`src/rtl/mips_pkg.sv`:
```
// Shared definitions for the multi-cycle MIPS ALU: opcode encodings and FSM states.
package mips_pkg;

   localparam logic [3:0] ALU_AND = 4'b0000;
   localparam logic [3:0] ALU_OR  = 4'b0001;
   localparam logic [3:0] ALU_ADD = 4'b0010;
   localparam logic [3:0] ALU_SUB = 4'b0011;
   localparam logic [3:0] ALU_MUL = 4'b0100;
   localparam logic [3:0] ALU_DIV = 4'b0101;
   localparam logic [3:0] ALU_SLT = 4'b0111;

   typedef enum logic [1:0] {
      IDLE = 2'd0,
      RUN  = 2'd1,
      DONE = 2'd2
   } state_t;

   // True for the opcodes that run through the iterative multiply/divide unit.
   function automatic logic is_iter(input logic [3:0] op);
      return (op == ALU_MUL) || (op == ALU_DIV);
   endfunction

endpackage

```
`src/rtl/mips_alu_seq_muldiv_iter.sv`:
```
// Shared 2*WIDTH accumulator for unsigned shift-add multiply and restoring divide.
// Upper half ends as product-high / remainder, lower half as product-low / quotient.
module muldiv_iter #(
   parameter int WIDTH = 32,
   parameter int CNT_W = $clog2(WIDTH) + 1
) (
   input  logic                 clk,
   input  logic                 reset,
   input  logic                 load,
   input  logic                 step,
   input  logic                 mode,
   input  logic [WIDTH-1:0]     a,
   input  logic [WIDTH-1:0]     b,
   output logic [2*WIDTH-1:0]   acc_next,
   output logic [CNT_W-1:0]     count
);

   logic [2*WIDTH-1:0] acc_r;
   logic [WIDTH-1:0]   opnd_r;
   logic [CNT_W-1:0]   count_r;
   logic [WIDTH:0]     sum_s;
   logic [WIDTH:0]     rem_shift_s;
   logic [WIDTH:0]     diff_s;

   // One iteration: mode 0 adds the multiplicand then shifts right,
   // mode 1 shifts the remainder left and keeps the trial subtraction if it fits.
   always_comb begin
      sum_s       = {1'b0, acc_r[2*WIDTH-1:WIDTH]} + {1'b0, (acc_r[0] ? opnd_r : {WIDTH{1'b0}})};
      rem_shift_s = acc_r[2*WIDTH-1:WIDTH-1];
      diff_s      = rem_shift_s - {1'b0, opnd_r};
      if (mode) begin
         if (!diff_s[WIDTH]) begin
            acc_next = {diff_s[WIDTH-1:0], acc_r[WIDTH-2:0], 1'b1};
         end else begin
            acc_next = {rem_shift_s[WIDTH-1:0], acc_r[WIDTH-2:0], 1'b0};
         end
      end else begin
         acc_next = {sum_s, acc_r[WIDTH-1:1]};
      end
   end

   // Accumulator, operand and iteration counter.
   always_ff @(posedge clk) begin
      if (reset) begin
         acc_r   <= {(2*WIDTH){1'b0}};
         opnd_r  <= {WIDTH{1'b0}};
         count_r <= {CNT_W{1'b0}};
      end else if (load) begin
         acc_r   <= {{WIDTH{1'b0}}, a};
         opnd_r  <= b;
         count_r <= CNT_W'(WIDTH);
      end else if (step) begin
         acc_r   <= acc_next;
         count_r <= count_r - {{(CNT_W-1){1'b0}}, 1'b1};
      end else begin
         acc_r   <= acc_r;
         opnd_r  <= opnd_r;
         count_r <= count_r;
      end
   end

   assign count = count_r;

endmodule

```
`src/rtl/mips_alu_seq.sv`:
```
// Multi-cycle MIPS EX-stage ALU with start/done handshake, HI/LO registers,
// zero and divide-by-zero flags.
module mips_alu_seq
   import mips_pkg::*;
#(
   parameter int WIDTH = 32,
   parameter int CNT_W = $clog2(WIDTH) + 1
) (
   input  logic             clk,
   input  logic             reset,
   input  logic             start,
   input  logic [3:0]       controlLines,
   input  logic [WIDTH-1:0] a,
   input  logic [WIDTH-1:0] b,
   output logic             busy,
   output logic             done,
   output logic [WIDTH-1:0] out,
   output logic [WIDTH-1:0] hi,
   output logic [WIDTH-1:0] lo,
   output logic             zero,
   output logic             div_by_zero
);

   state_t             state_r;
   logic [3:0]         op_r;
   logic               bzero_r;
   logic               busy_r;
   logic               done_r;
   logic [WIDTH-1:0]   out_r;
   logic [WIDTH-1:0]   hi_r;
   logic [WIDTH-1:0]   lo_r;
   logic               zero_r;
   logic               dbz_r;
   logic [WIDTH-1:0]   alu_s;
   logic               load_s;
   logic               step_s;
   logic [2*WIDTH-1:0] acc_next_s;
   logic [CNT_W-1:0]   count_s;

   assign load_s = (state_r == IDLE) && start && is_iter(controlLines);
   assign step_s = (state_r == RUN);

   muldiv_iter #(.WIDTH(WIDTH), .CNT_W(CNT_W)) u_iter (
      .clk      (clk),
      .reset    (reset),
      .load     (load_s),
      .step     (step_s),
      .mode     (op_r == ALU_DIV),
      .a        (a),
      .b        (b),
      .acc_next (acc_next_s),
      .count    (count_s)
   );

   // Single-cycle datapath; MUL/DIV and unused codes produce zero here.
   always_comb begin
      case (controlLines)
         ALU_AND: alu_s = a & b;
         ALU_OR:  alu_s = a | b;
         ALU_ADD: alu_s = a + b;
         ALU_SUB: alu_s = a - b;
         ALU_SLT: alu_s = {{(WIDTH-1){1'b0}}, ($signed(a) < $signed(b))};
         default: alu_s = {WIDTH{1'b0}};
      endcase
   end

   // Control FSM with registered result, HI/LO and flags.
   always_ff @(posedge clk) begin
      if (reset) begin
         state_r <= IDLE;
         op_r    <= 4'b0000;
         bzero_r <= 1'b0;
         busy_r  <= 1'b0;
         done_r  <= 1'b0;
         out_r   <= {WIDTH{1'b0}};
         hi_r    <= {WIDTH{1'b0}};
         lo_r    <= {WIDTH{1'b0}};
         zero_r  <= 1'b1;
         dbz_r   <= 1'b0;
      end else begin
         case (state_r)
            IDLE: begin
               if (start) begin
                  op_r    <= controlLines;
                  bzero_r <= (b == {WIDTH{1'b0}});
                  dbz_r   <= 1'b0;
                  if (is_iter(controlLines)) begin
                     busy_r  <= 1'b1;
                     state_r <= RUN;
                  end else begin
                     out_r   <= alu_s;
                     zero_r  <= (alu_s == {WIDTH{1'b0}});
                     done_r  <= 1'b1;
                     state_r <= DONE;
                  end
               end else begin
                  state_r <= IDLE;
               end
            end
            RUN: begin
               // Last iteration: both modes leave {hi, lo} in the accumulator.
               if (count_s == CNT_W'(1)) begin
                  hi_r    <= acc_next_s[2*WIDTH-1:WIDTH];
                  lo_r    <= acc_next_s[WIDTH-1:0];
                  out_r   <= acc_next_s[WIDTH-1:0];
                  zero_r  <= (acc_next_s[WIDTH-1:0] == {WIDTH{1'b0}});
                  dbz_r   <= (op_r == ALU_DIV) && bzero_r;
                  busy_r  <= 1'b0;
                  done_r  <= 1'b1;
                  state_r <= DONE;
               end else begin
                  state_r <= RUN;
               end
            end
            DONE: begin
               done_r  <= 1'b0;
               state_r <= IDLE;
            end
            default: begin
               busy_r  <= 1'b0;
               done_r  <= 1'b0;
               state_r <= IDLE;
            end
         endcase
      end
   end

   assign busy        = busy_r;
   assign done        = done_r;
   assign out         = out_r;
   assign hi          = hi_r;
   assign lo          = lo_r;
   assign zero        = zero_r;
   assign div_by_zero = dbz_r;

endmodule

```
`config.mk`:
```
export PLATFORM = sky130hd
export DESIGN_NAME = mips_alu_seq
export DESIGN_NICKNAME = d
export VERILOG_FILES = /design/src/rtl/mips_pkg.sv /design/src/rtl/mips_alu_seq_muldiv_iter.sv /design/src/rtl/mips_alu_seq.sv
export SDC_FILE = /design/constraint.sdc
export NUM_CORES = 1
export LEC_CHECK = 0
export ABC_AREA = 1
export BUFFER_PORTS_ARGS = -buffer_cell sky130_fd_sc_hd__buf_4
export CORE_AREA = 2 2 214 237
export DETAILED_ROUTE_END_ITERATION = 7
export DIE_AREA = 0 0 216 239
export PLACE_DENSITY_LB_ADDON = 0.25
export SLEW_MARGIN = 25
export SYNTH_ARGS = -nofsm -noshare
export SYNTH_HDL_FRONTEND = slang
export SYNTH_SLANG_ARGS = --single-unit
```
`constraint.sdc`:
```
create_clock -name clk -period 3.1 [get_ports clk]
set_clock_uncertainty 0.2 [all_clocks]
set_input_delay 0.62 -clock clk [delete_from_list [all_inputs] [get_ports clk]]
set_output_delay 0.62 -clock clk [all_outputs]
set_load 0.01 [all_outputs]
```
* Word-level counts from Yosys, hierarchy flattened
Cells that the tools add are included.
Storage, ports and cells: register bits 209, latch bits 0, bits in writable memories 0, bits in read-only memories 0, bits of input ports 71, output and inout bits 100, logic and storage cells 87, memories 0
Cells by class: add/subtract/negate cells 5, multipliers 0, divide/modulo/power cells 0, $lt $le $gt $ge 1, equal/unequal tests 14, shifts and indexed selects 0, muxes and demuxes 31, bitwise operators 3, reduce and logical (&&, ||, !) cells 18
Operator list (count):
- 32-bit 2-to-1 mux | 6
- 32-bit one-hot mux with 5 select lines | 1
- 64-bit 2-to-1 mux | 2
- 32-bit zero test | 3
- 32-bit one-hot mux with 2 select lines | 1
- 32-bit by 32-bit adder with 33-bit output | 1
- 33-bit by 32-bit subtractor with 33-bit output | 1
- 32-bit adder | 1
- 32-bit AND | 1
- 32-bit < comparator | 1
- 32-bit OR | 1
- 32-bit subtractor | 1
- 4-bit by 3-bit == test with 1-bit output, second input constant | 4
- 6-bit 2-to-1 mux | 2
- 1-bit 2-to-1 mux | 11
- 4-bit by 2-bit == test with 1-bit output, second input constant | 2
- 4-bit AND reduction | 2
- 6-bit by 1-bit == test with 1-bit output, second input constant | 1
- 2-bit 2-to-1 mux | 3
- 1-bit one-hot mux with 2 select lines | 3
- 3-bit AND reduction | 2
- 6-bit by 1-bit subtractor with 6-bit output, second input constant | 1
- 4-bit by 1-bit == test with 1-bit output, second input constant | 1
- 4-bit zero test | 1
- other kinds (13) | 19

* Depth between registers and ports, before layout
depth after elaboration 6, gate-level depth with buffers 23, depth with buffers taken out 22

* Modules after synthesis
From an unflattened synthesis, not the netlist that was laid out.
Unflattened totals: cell total of the unflattened synthesis 3641, area total of the unflattened synthesis 20868.8 um2
Modules (own cells, without submodules):
- mips_alu_seq | instances 1, cells an instance 1855, area each 10754.1 um2, sequential area each 2142.1 um2
- muldiv_iter | instances 1, cells an instance 1786, area each 10114.7 um2, sequential area each 2042.0 um2

* Least setup slack after synthesis
OpenSTA, ideal clock, no wires.
path kind register to register, start point register u_iter.acc_r[0], end point register u_iter.acc_r[51], library setup time 109 ps, arrival time 2583 ps, data required time 2791 ps, setup slack 208 ps, stages on the path, launching flop included 17, buffers on the path 2, period minus slack after synthesis 2892 ps, cells stage by stage dfxtp_1 -> clkbuf_1 -> clkbuf_1 -> nand2_1 -> inv_1 -> ha_1 -> a21oi_1 -> nand2_1 -> a21boi_0 -> o21bai_1 -> a21oi_1 -> o21ai_0 -> or2_2 -> nand3_1 -> nand3_1 -> nand2_1 -> inv_1
Between the ends: word-level cells in the longest chain between the ends 3
Ends and longest elaborated chain:
- start, declared | RTL line mips_alu_seq_muldiv_iter.sv:18 | logic [2*WIDTH-1:0] acc_r;
- start signal, assigned | RTL line mips_alu_seq_muldiv_iter.sv:45 | acc_r <= {(2*WIDTH){1'b0}};
- start signal, assigned | RTL line mips_alu_seq_muldiv_iter.sv:49 | acc_r <= {{WIDTH{1'b0}}, a};
- start signal, assigned | RTL line mips_alu_seq_muldiv_iter.sv:53 | acc_r <= acc_next;
- 32-bit 2-to-1 mux | RTL line mips_alu_seq_muldiv_iter.sv:28 | sum_s = {1'b0, acc_r[2*WIDTH-1:WIDTH]} + {1'b0, (acc_r[0] ? opnd_r : {WIDTH{1'b0}})};
- 32-bit by 32-bit adder with 33-bit output | RTL line mips_alu_seq_muldiv_iter.sv:28
- 64-bit 2-to-1 mux | RTL line mips_alu_seq_muldiv_iter.sv:31 | if (mode) begin
No other way between the ends. A chain may end at the register's enable or synchronous reset.

* Final worst setup path
start point register u_iter.acc_r[0], end point register hi_r[19] (netlist: hi[19])
Between the ends: word-level cells in the longest chain between the ends 3
Ends and longest elaborated chain:
- 32-bit 2-to-1 mux | RTL line mips_alu_seq_muldiv_iter.sv:28
- 32-bit by 32-bit adder with 33-bit output | RTL line mips_alu_seq_muldiv_iter.sv:28
- 64-bit 2-to-1 mux | RTL line mips_alu_seq_muldiv_iter.sv:31
- end signal, assigned | RTL line mips_alu_seq.sv:76 | hi_r <= {WIDTH{1'b0}};
- end signal, assigned | RTL line mips_alu_seq.sv:103 | hi_r <= acc_next_s[2*WIDTH-1:WIDTH];
- end, declared | RTL line mips_alu_seq.sv:30 | logic [WIDTH-1:0] hi_r;
No other way between the ends.

==> flow_summary.json <==
{
  "status": "complete, no violations",
  "final_common_cell": "nand2_1",
  "syn_area_per_cell_sq_um": 5.91,
  "min_period_over_period_pct": 96.7,
  "crit_family": "compound AO/OA/AOI/OAI gates",
  "grt_pass1_vias": 22520,
  "path_max_fanout": 8,
  "cp-start-kind": "flop",
  "synth_edf_count": 0,
  "syn_to_final_growth_pct": 34.3,
  "worst_slew_pin_slew_ns": 0.895,
  "syn-cell-area_sq_um": 19500,
  "path_cells": "buf_12 > nand2_1 > inv_1 > ha_1 > a21oi_1 > nand2_2 > a21boi_2 > o21bai_1 > buf_4 > a21oi_1 > o21ai_0 > or2_2 > nand3_1 > nand3_1 > nand2_1 > inv_1",
  "core-area_sq_um": 49500,
  "yosysUniqueCellTypes": 57,
  "power.share.combinational_pct": 39.6,
  "insertion_delay_ns": 0.53,
  "final-seq-area_sq_um": 4190,
  "period_needed_ns": 3.00,
  "grt_pass1_wl_um": 124000,
  "clk_pin_slew_worst_paths_ns": 0.07,
  "cp-end-kind": "flop",
  "drv_slew": 0,
  "port_buffers": 170,
  "gr-total-overflow": 0,
  "hold_path_class": "input pin to flop",
  "drv_cap": 0,
  "hold_buffers": 0,
  "dieArea_sq_um": 51600,
  "placed_cell_area_sq_um": 24900,
  "track_usage_pct": 30.7,
  "p_leak_nw": 13.7,
  "ctsLongestPathBuffers": 3,
  "cts_tree": "done",
  "num_rows": 86,
  "ir_worst_vdd_v": 0.000290,
  "die_width_um": 216,
  "ys_seq_area_share_pct": 21.5,
  "arrival_ns": 3.22,
  "critPathMaxStageDelay_ns": 0.36,
  "finalSetupViolations": 0,
  "vias": 23478,
  "initial_utilization_pct": 39.3,
  "routed_wl_um": 82100,
  "synth-seq-cells": 209,
  "dp_slack_ns": -0.408,
  "wl_per_cell_um": 18.0,
  "switching_power_mw": 3.55,
  "final_area_sq_um": 26100,
  "switching_share_pct": 37.3,
  "cpMaxStageDelayCell": "dfxtp_4",
  "ys.flop_type": "dfxtp_1",
  "fmax_ghz": 0.334,
  "nFillCells": 5299,
  "die_y_um": 239,
  "root_buffer": "clkbuf_16",
  "fin_setup_tns_ns": 0,
  "htreeDepth": 1,
  "antenna_found_initial": 0,
  "final-hold-violation-count": 0,
  "clkSinkCount": 209,
  "ios": 171,
  "rsz0062_at_grt": "yes",
  "seq_power_share_pct": 30.6,
  "dp_hpwl_um": 67600,
  "p_per_area_nw_per_um2": 364,
  "intPower_mw": 5.95,
  "multi_input_area_sq_um": 13000,
  "syn_inst": 3294,
  "ys_async_sr_fraction_pct": 0,
  "drive_above_1_share_pct": 22.3,
  "initialDrtViolationCount": 1813,
  "crit_type": "flop to flop",
  "grt_start_max_net_pins": 67,
  "dr.pass1.iters": 6,
  "critPathRequiredTime_ns": 3.32,
  "relSlewSlack_pct": 40.3,
  "ant_nets": 0,
  "drt-vias-per-instance": 5.16,
  "place.gp.congestion": 1.03,
  "nets": 4115,
  "fin_total_pwr_mw": 9.50,
  "drc": 0,
  "setup_slack_ns": 0.103,
  "final_cell_mix": "793 x nand2_1, 667 x buf_4, 528 x inv_1, 374 x nor2_1, 208 x o21ai_0",
  "cts_buffers": 22,
  "p_clk_share_pct": 29.8,
  "syn_nets": 3534,
  "cp_num_buf_inv": 4,
  "synth_warnings": 0
}
==> sequential cells by signal (all words and copies together), names as in the netlist <==
signal	flops
bzero_r	1
div_by_zero	1
op_r	4
u_iter.count	6
u_iter.acc_r	64
zero	1
hi	32
done	1
lo	32
u_iter.opnd_r	32
busy	1
out	32
state_r	2
==> what timing repair did <==
item / 4_1_cts / 5_1_grt
pin swaps: 1 / 20
resized for setup: 7 / 88
setup buffers: 0 / 10
cloned: 0 / 4
setup endpoints to repair: 13 / 64
==> power by group through the flow <==
stage | logic, mW | registers (mW) | clock network [mW]
6_report | 3.76 | 2.91 | 2.83
5_1_grt | 4.09 | 2.91 | 2.99
4_1_cts | 3.51 | 2.90 | 2.88
3_5_place_dp | 3.50 | 2.96 | 0
3_3_place_gp | 3.49 | 2.96 | 0
2_1_floorplan | 1.96 | 2.94 | 0
==> cell families (layout without fill, tap and decap cells) <==
logic type	Yosys count	count (layout)	synth area share, %
AO/OA/AOI/OAI	655	655	18.9
XOR/XNOR	30	30	1.35
adder cells (fa/ha/maj)	169	169	11.0
buffers and inverters	666	1262	13.4
flip-flops	209	209	21.5
multiplexers	1	1	0.0514
other	0	1	0
AND/OR/NAND/NOR	1564	1564	33.7
==> stage by stage <==
stage | hold slack, ns | utilization [%] | instances
2_1_floorplan | 0.246 | - | 3294
3_3_place_gp | 0.251 | 50.3 | 4497
3_5_place_dp | 0.256 | 50.3 | 4497
4_1_cts | 0.143 | 51.8 | 4536
5_1_grt | 0.176 | 52.8 | 4550
6_report | 0.158 | 52.8 | 4551
==> tightest hold or removal path, cell delays in order <==
cell and delay (ns):
buf_4 0.09, inv_1 0.04, a21oi_1 0.10
==> cell usage after synthesis (3+ instances only) <==
master | number | area [sq um]
nand4_1 | 39 | 244
nor3_1 | 31 | 155
buf_1 | 10 | 37.5
o21bai_1 | 19 | 143
ha_1 | 165 | 2060
a21oi_1 | 210 | 1050
nor2_2 | 6 | 37.5
buf_2 | 36 | 180
o211ai_1 | 7 | 52.6
o21ai_1 | 43 | 215
buf_6 | 7 | 78.8
xnor2_1 | 10 | 87.6
a21oi_2 | 6 | 52.6
nand3_1 | 215 | 1080
a21o_1 | 8 | 60.1
o22ai_1 | 25 | 156
inv_1 | 532 | 2000
nand2_2 | 8 | 50.1
o21ai_0 | 223 | 1120
inv_2 | 5 | 18.8
o21a_1 | 5 | 37.5
nand3b_1 | 17 | 128
buf_4 | 3 | 22.5
or2_2 | 34 | 213
and3_1 | 4 | 25.0
fa_1 | 4 | 80.1
a31oi_1 | 62 | 388
nor4_1 | 11 | 68.8
nor2_1 | 385 | 1450
clkbuf_1 | 71 | 267
nand3_2 | 4 | 40.0
a211oi_1 | 23 | 173
a21boi_0 | 3 | 22.5
dfxtp_1 | 209 | 4180
o211ai_2 | 4 | 50.1
a221oi_1 | 5 | 43.8
nand2_1 | 801 | 3010
xor2_1 | 20 | 175
==> routing by layer <==
metal	part of all wire [%]	global-route usage [%]	vias up
met5	0	0	-
met4	5.5	14.8	0
met3	5.4	2.04	200
met2	48	54.2	804
met1	41	38.0	10704
li1	-	-	11770
==> final timing paths <==
path | from | end | slack [ns] | depth (start not counted)
max | u_iter.acc_r[0] | hi[19] | 0.10 | 16
min | controlLines[2] | op_r[2] | 0.16 | 3
max reg2reg | u_iter.acc_r[0] | hi[19] | 0.10 | 16
min reg2reg | lo[5] | lo[5] | 0.26 | 2
==> final cells by class <==
type | count | share of cell area, %
clock buffers | 30 | 2.38
repair inverters | 2 | 0.0670
repair buffers | 682 | 20.3
clock inverters | 9 | 0.498
well taps | 660 | 3.16
flip-flops and latches | 209 | 16.0
multi-input cells | 2419 | 49.8
diodes | 1 | 0.00957
inverters | 539 | 7.79
No activity file was read; power rests on OpenSTA's default activity.
